$ cat src/rtl/data_mem_responder_if.sv
// rtl/data_mem_responder_if.sv - load/store request and completion bus of the data memory responder
interface data_mem_responder_if;
    logic        read;
    logic        write;
    logic [31:0] d;
    logic [31:0] dataEN;
    logic [31:0] data;
    logic        ready;
    logic        busy;
    logic        err;

    modport master (
        output read, write, d, dataEN,
        input  data, ready, busy, err
    );

    modport slave (
        input  read, write, d, dataEN,
        output data, ready, busy, err
    );
endinterface

$ cat src/rtl/data_mem_responder.sv
// rtl/data_mem_responder.sv - fixed-latency word-addressed data memory with error reporting
module data_mem_responder #(
    parameter int DEPTH   = 64,
    parameter int LATENCY = 2
) (
    input  logic                 clk,
    input  logic                 rst,
    data_mem_responder_if.slave  bus
);
    localparam int AW = (DEPTH > 1) ? $clog2(DEPTH) : 1;

    typedef enum logic [1:0] {IDLE, WAIT, DONE} state_t;

    state_t      r_state;
    state_t      w_next;
    logic [3:0]  r_cnt;
    logic        r_rd;
    logic        r_wr;
    logic [31:0] r_d;
    logic [31:0] r_wdata;
    logic [31:0] r_data;
    logic        r_err;
    logic [31:0] r_mem [DEPTH];

    logic          w_accept;
    logic          w_fire;
    logic          w_reject;
    logic [AW-1:0] w_idx;

    assign w_idx    = r_d[AW+1:2];
    assign w_accept = (r_state == IDLE) && (bus.read || bus.write);
    assign w_fire   = (r_state == WAIT) && (r_cnt == 4'd0);
    assign w_reject = (r_d[1:0] != 2'b00)
                   || ({2'b00, r_d[31:2]} >= 32'(DEPTH))
                   || (r_rd && r_wr);

    always_ff @(posedge clk) begin
        if (rst) begin
            r_state <= IDLE;
        end else begin
            r_state <= w_next;
        end
    end

    always_comb begin
        w_next = r_state;
        case (r_state)
            IDLE:    if (bus.read || bus.write) w_next = WAIT;
            WAIT:    if (r_cnt == 4'd0) w_next = DONE;
            DONE:    w_next = IDLE;
            default: w_next = IDLE;
        endcase
    end

    always_comb begin
        bus.ready = (r_state == DONE);
        bus.busy  = (r_state != IDLE);
        bus.err   = (r_state == DONE) && r_err;
        bus.data  = r_data;
    end

    // Request fields are captured once at acceptance; the bus is ignored afterwards.
    always_ff @(posedge clk) begin
        if (rst) begin
            r_cnt   <= 4'd0;
            r_rd    <= 1'b0;
            r_wr    <= 1'b0;
            r_d     <= 32'd0;
            r_wdata <= 32'd0;
            r_data  <= 32'd0;
            r_err   <= 1'b0;
            for (int i = 0; i < DEPTH; i++) begin
                r_mem[i] <= 32'd0;
            end
        end else begin
            if (w_accept) begin
                r_rd    <= bus.read;
                r_wr    <= bus.write;
                r_d     <= bus.d;
                r_wdata <= bus.dataEN;
                r_cnt   <= 4'(LATENCY - 1);
                r_err   <= 1'b0;
            end else if ((r_state == WAIT) && (r_cnt != 4'd0)) begin
                r_cnt <= r_cnt - 4'd1;
            end

            if (w_fire) begin
                r_err <= w_reject;
                if (w_reject) begin
                    r_data <= 32'd0;
                end else if (r_wr) begin
                    r_mem[w_idx] <= r_wdata;
                end else begin
                    r_data <= r_mem[w_idx];
                end
            end
        end
    end
endmodule
$ cat src/flat_wrapper.sv
// flat-port wrapper written by rule: the top's interface ports become plain ports
module data_mem_responder_flat 
#(
    parameter int DEPTH   = 64,
    parameter int LATENCY = 2
)
  (clk, rst, bus_read, bus_write, bus_d, bus_dataEN, bus_data, bus_ready, bus_busy, bus_err);
  data_mem_responder_if bus_i ();
  input  logic clk;
  input  logic rst;
  input wire logic [$bits(bus_i.read)-1:0] bus_read;
  input wire logic [$bits(bus_i.write)-1:0] bus_write;
  input wire logic [$bits(bus_i.d)-1:0] bus_d;
  input wire logic [$bits(bus_i.dataEN)-1:0] bus_dataEN;
  output wire logic [$bits(bus_i.data)-1:0] bus_data;
  output wire logic [$bits(bus_i.ready)-1:0] bus_ready;
  output wire logic [$bits(bus_i.busy)-1:0] bus_busy;
  output wire logic [$bits(bus_i.err)-1:0] bus_err;
  assign bus_i.read = bus_read;
  assign bus_i.write = bus_write;
  assign bus_i.d = bus_d;
  assign bus_i.dataEN = bus_dataEN;
  assign bus_data = bus_i.data;
  assign bus_ready = bus_i.ready;
  assign bus_busy = bus_i.busy;
  assign bus_err = bus_i.err;
  data_mem_responder #(.DEPTH(DEPTH), .LATENCY(LATENCY)) u_core (.clk(clk), .rst(rst), .bus(bus_i));
endmodule
$ cat config.mk
export PLATFORM = sky130hd
export DESIGN_NAME = data_mem_responder_flat
export DESIGN_NICKNAME = d
export VERILOG_FILES = /design/src/rtl/data_mem_responder_if.sv /design/src/rtl/data_mem_responder.sv /design/src/flat_wrapper.sv
export SDC_FILE = /design/constraint.sdc
export NUM_CORES = 2
export LEC_CHECK = 0
export BUFFER_PORTS_ARGS = -buffer_cell sky130_fd_sc_hd__buf_4
export CELL_PAD_IN_SITES_DETAIL_PLACEMENT = 0
export CELL_PAD_IN_SITES_GLOBAL_PLACEMENT = 1
export CORE_MARGIN = 10
export CORE_UTILIZATION = 25
export CTS_CLUSTER_DIAMETER = 30
export DETAILED_ROUTE_END_ITERATION = 10
export PLACE_DENSITY = 0.43
export SLEW_MARGIN = 20
export SYNTH_ARGS = -nofsm -noshare
export SYNTH_HDL_FRONTEND = slang
export SYNTH_SLANG_ARGS = --single-unit
$ cat constraint.sdc
create_clock -name clk -period 3.8 [get_ports clk]
set_input_delay 0.38 -clock clk [delete_from_list [all_inputs] [get_ports clk]]
set_output_delay 0.38 -clock clk [all_outputs]
set_load 0.05 [all_outputs]
==> Word-level counts from Yosys, hierarchy flattened <==
Memories as Yosys holds them, arrays and structs flattened. A register that Yosys moved wholly into a read port is not among the register bits.
Cells that the tools add are included.
{ "totals": {"reg_bits": 105, "latchBits": 0, "mem_bits_rw": 2048, "romBits": 0, "out_inout_bits": 35, "elab_cells": 57, "n_memories": 1} }
{ "op_classes": {"addsub": 1, "multipliers": 0, "div_mod_pow": 0, "order_cmp": 1, "n_eq_ne": 5, "shift": 0, "mux": 21, "n_bitwise": 0, "reduce_logical": 19} }
{ "mem_list": {"columns": ["memory", "words", "word_bits", "read_ports", "rd_ports_with_merged_regs", "write_ports", "line", "source"], "rows": [
  ["u_core.r_mem", 64, 32, 1, 1, 64, "data_mem_responder.sv:23", "logic [31:0] r_mem [DEPTH];"]
]} }
{ "ops": {"columns": ["op", "n"], "rows": [
  ["32-bit 2-to-1 mux", 3],
  ["32-bit OR reduction", 1],
  ["30-bit by 7-bit greater-or-equal comparator with 1-bit output, second input constant", 1],
  ["6-bit 2-to-1 mux", 3],
  ["1-bit 2-to-1 mux", 12],
  ["2-bit nonzero test", 4],
  ["1-bit logical AND", 5],
  ["4-bit zero test", 1],
  ["2-bit 2-to-1 mux", 2],
  ["2-bit != test, second input constant", 2],
  ["2-bit case mux with 2 select lines", 1],
  ["2-bit AND reduction", 2],
  ["4-bit nonzero test", 1],
  ["4-bit by 1-bit subtractor with 4-bit output, second input constant", 1],
  ["1-bit logical OR", 3],
  ["2-bit by 1-bit == test with 1-bit output, second input constant", 1],
  ["2-bit == test, second input constant", 1],
  ["2-bit zero test", 1],
  ["2-bit by 1-bit != test with 1-bit output, second input constant", 1],
  ["2-bit OR reduction", 1]
]} }

==> Logic depth before layout (Yosys ltp) <==
{ "logic_depth": {"word_depth": 9, "ltp_mapped": 12, "ltp_nobuf": 8} }

==> Least setup slack after synthesis <==
No wires, ideal clock.
{ "synth_path": {"path_type": "reg2reg", "start": "register u_core.r_cnt[0]", "end": "memory u_core.r_mem[9][0], enable pin", "setup_ns": 0.388, "t_arrival_ns": 2.692, "setup_slack_ns": 0.720, "path_stages_with_launch": 9, "n_path_buf": 0, "synth_period_minus_slack_ns": 3.080, "path_cell_list": "dfxtp_1 inv_1 ha_1 nor3b_1 nand2_1 nor4_2 nand3_1 nor3_1 a21o_1"} }
{ "synth_rtl": {"columns": ["element", "line", "source"], "rows": [
  ["start, declared", "data_mem_responder.sv:16", "logic [3:0] r_cnt;"],
  ["start signal, assigned", "data_mem_responder.sv:81", "r_cnt <= 4'(LATENCY - 1);"],
  ["start signal, assigned", "data_mem_responder.sv:84", "r_cnt <= r_cnt - 4'd1;"],
  ["end, declared", "data_mem_responder.sv:23", null]
]} }

==> qor.yml <==
floorplanning:
  core_area_mm2: 0.3694
  dieArea_mm2: 0.3961
  num_rows: 223
  die_height_um: 629.4
  pin_count: 103
  die_w_um: 629.4
  initial_core_util: 0.2513
setup_path:
  cpPeakStageDelay_ps: 530
  path_class: "register to register"
  crit_required_ps: 4480
  crit_path_end_kind: "register"
  worstRegToRegCells: 9
  worstSetupStartpointType: "register"
  timing.rr.start: "u_core.r_wr"
  r2r_slack_ps: 190
  cp_max_fo: 10
  cpMaxStageDelayCell: "nor2_1"
  path_cells: "a211oi_1 -> nand4_1 -> nor4_4 -> buf_4 -> nand3_1 -> nor2_1 -> buf_4 -> a21o_2 -> buf_4"
  cpMostUsedCell: "buf_4"
  reg2reg_to: "u_core.r_mem[23][15]"
  cp_num_buf_inv: 3
  cp.arrival_ps: 4290
  cp_top_family: "simple AND/OR/NAND/NOR gates"
grt:
  gr-total-overflow: 0
  grt_pass1_vias: 64920
  grt_max_degree: 141
  grt_pass1_wl_um: 549700
  grt_usage: 0.1962
  antenna_found_initial: 34
layout:
  fillCellCount: 36260
  area_growth_pct: 32.80
  layout_common_cells: "edfxtp_1 (2048), nor2_1 (2016), clkbuf_16 (595)"
  drive_above_1_share: 0.2542
  final_nets: 7393
  final_cell_area_mm2: 0.1233
  final_common_cell: "edfxtp_1"
clock_network:
  clock_path_buffers: 4
  cts_tree: "yes"
  cts.sinks: 2159
  cts_setup_buffers: 0
  htreeDepth: 6
  clkTransAtPathRegs_ps: 50
  cts-root-buf: "clkbuf_16"
  clock_latency_ps: 1010
  cts_made_buffers: 587
route:
  wl_per_cell_um: 31.51
  drt-initial-drc-count: 5743
  vias: 61550
  vias_per_cell: 4.825
  firstDrtPassIters: 5
  finalWirelength_um: 401900
  ant_nets: 0
  post-route-drc-count: 0
sta:
  setup_violations: 0
  worst_pin_slew_ps: 1183
  finalHoldViolations: 0
  fmax_mhz: 276.7
  whs_ps: 174.6
  skew_ps: 40.54
  rsz0062_at_grt: "no"
  layout_min_cycle_time_ps: 3614
  max-slew-margin-rel: 0.2116
  finalCritPeriodShare: 0.9509
  finalMaxSlewViolations: 0
placement:
  io_buffers: 102
  post_dp_cell_area_mm2: 0.1030
  dp_hpwl_um: 239500
  place_congestion: 0.8001
hold_path:
  min_to: "u_core.r_wdata[23]"
  worstHoldPathType: "input port to register"
  hold_start: "bus_dataEN[23]"
  hold_depth: 4
synth:
  syn_area_per_cell_um2: 14.05
  ys_seq_area_frac: 0.6863
  synth_top_family_by_area: "multiplexers"
  yosysTopAreaCell: "edfxtp_1"
  synth_top_area_share: 0.6624
  synthSimpleGateAreaFrac: 0.1156
  yosys.area_share.adder: 0.0001348
  ys_warn_count: 0
  async_reset_ff_frac: 0
  yosysUniqueCellTypes: 56
  synthXorXnorAreaFrac: 0.0002830
  synth-compound-area-share: 0.03499
  yosys-top-cells-area: "edfxtp_1 (66%), mux4_2 (11%), nor2_1 (8.2%)"
  synth.ff_latch_count: 2159
  synth_mux_area_frac: 0.1351
  syn_nets: 6677
  synth_edf_count: 2048
  synthesis.area_mm2: 0.09284
  yosys_most_used_dff: "edfxtp_1"
  synthCells: 6608
pwr:
  pwr_density_cell_mw_per_mm2: 663.1
  power_switching_mw: 20.13
  clkPwrFrac: 0.585
  ir_worst_vdd_uv: 441.1
  internal_power_mw: 61.63
  seqPwrFrac: 0.338
  pwr-share-comb: 0.077
  swShare: 0.2462
  p_leak_nw: 41.45
job:
  maxCapViolations: 0
run_status:
  status: "completed"
-- synth_stat cells, drive strengths merged (2+ instances only) --
| cell type | number |
|---|---|
| a2111oi | 5 |
| a211o | 4 |
| a211oi | 29 |
| a21o | 64 |
| a21oi | 138 |
| a221oi | 20 |
| a22o | 5 |
| a22oi | 74 |
| a311oi | 4 |
| a31oi | 24 |
| a32o | 10 |
| and2 | 71 |
| and3 | 3 |
| and3b | 3 |
| buf | 260 |
| clkbuf | 264 |
| dfxtp | 111 |
| edfxtp | 2048 |
| inv | 7 |
| mux2 | 7 |
| mux2i | 228 |
| mux4 | 452 |
| nand2 | 517 |
| nand2b | 21 |
| nand3 | 26 |
| nor2 | 2021 |
| nor2b | 40 |
| nor3 | 11 |
| nor3b | 4 |
| nor4 | 9 |
| o2111ai | 7 |
| o211ai | 25 |
| o21ai | 63 |
| o221ai | 4 |
| o22ai | 14 |
| or2 | 3 |
| xor2 | 2 |
-- stage by stage --
| stage | utilization | setup TNS [ps] | std cells | setup slack (ps) | total power, mW |
|---|---|---|---|---|---|
| 4_1_cts | 0.3336 | 0 | 12750 | 28.72 | 82.50 |
| 5_1_grt | 0.3337 | 0 | 12750 | 34.58 | 84.02 |
| 3_5_place_dp | 0.2788 | 0 | 11580 | 47.12 | 34.29 |
| 2_1_floorplan | - | 0 | 6608 | 720.0 | 30.51 |
| 6_report | 0.3337 | 0 | 12760 | 186.5 | 81.75 |
| 3_3_place_gp | 0.2788 | -189.3 | 11580 | -20.91 | 34.27 |
-- logic make-up after synthesis --
| family | Yosys count |
|---|---|
| AO/OA/AOI/OAI | 494 |
| AND/OR/NAND/NOR | 2733 |
| adder cells (fa/ha/maj) | 1 |
| XOR/XNOR | 3 |
| flip-flops | 2159 |
| multiplexers | 687 |
| buffers and inverters | 531 |
-- flip-flops by register name, indices dropped and copies added, names as in the netlist, named ones only --
register,count
u_core.r_cnt,4
u_core.r_d,32
u_core.r_wr,1
u_core.bus.data,32
u_core.r_mem,2048
u_core.r_rd,1
u_core.r_wdata,32
u_core.r_state,2
u_core.r_err,1
-- area by class of cell --
type | count | area [µm²] | area share
clock buffer | 706 | 15380 | 0.1247
tap | 4950 | 6193 | 0.05024
sequential | 2159 | 63780 | 0.5173
clock inverter | 355 | 3847 | 0.03121
antenna | 10 | 25.02 | 0.0002030
timing repair buffer | 651 | 7211 | 0.05849
multi-input combinational | 3918 | 26830 | 0.2176
inverter | 7 | 28.78 | 0.0002334
-- power by group through the flow --
stage	combinational (mW)	clock, mW	sequential (mW)
floorplan	3.09	0	27.4
global placement	6.29	0	28.0
detailed placement	6.27	0	28.0
CTS	6.40	48.5	27.6
global route	6.56	49.8	27.7
finish	6.31	47.8	27.6
-- worst max-delay path by stage --
| stage | start | end | depth (start not counted) |
|---|---|---|---|
| CTS | u_core.r_cnt[0] | u_core.r_mem[23][7] | 11 |
| global placement | u_core.r_cnt[0] | u_core.r_mem[23][8] | 11 |
| detailed placement | u_core.r_cnt[0] | u_core.r_mem[23][8] | 11 |
| finish | u_core.r_wr | u_core.r_mem[23][15] | 9 |
| global route | register | u_core.bus.data[9] | 7 |
| floorplan | u_core.r_cnt[0] | u_core.r_mem[9][0] | 8 |
-- worst min-delay path, cell delays in order --
cell	delay (ps)
dlygate4sd3_1	530
buf_4	130
nand2_1	40
a21oi_1	50
-- per-layer routing --
| layer | global-route usage | wire [µm] | vias to the layer above | share of wire |
|---|---|---|---|---|
| met3 | 0.03185 | 22760 | 601 | 0.057 |
| met2 | 0.3256 | 193200 | 2084 | 0.48 |
| met1 | 0.2616 | 172700 | 32930 | 0.43 |
| met5 | 0 | 61 | - | 0.00015 |
| met4 | 0.06463 | 13180 | 8 | 0.033 |
| li1 | - | - | 25930 | - |
-- repair_timing --
| item | CTS | global route |
|---|---|---|
| hold buffers | 103 | 0 |
| endpoints found under the hold margin | 75 | 0 |
| gates resized for setup | 0 | 1 |
| endpoints found under the setup margin | 0 | 233 |
No activity file was read; power rests on OpenSTA's default activity.
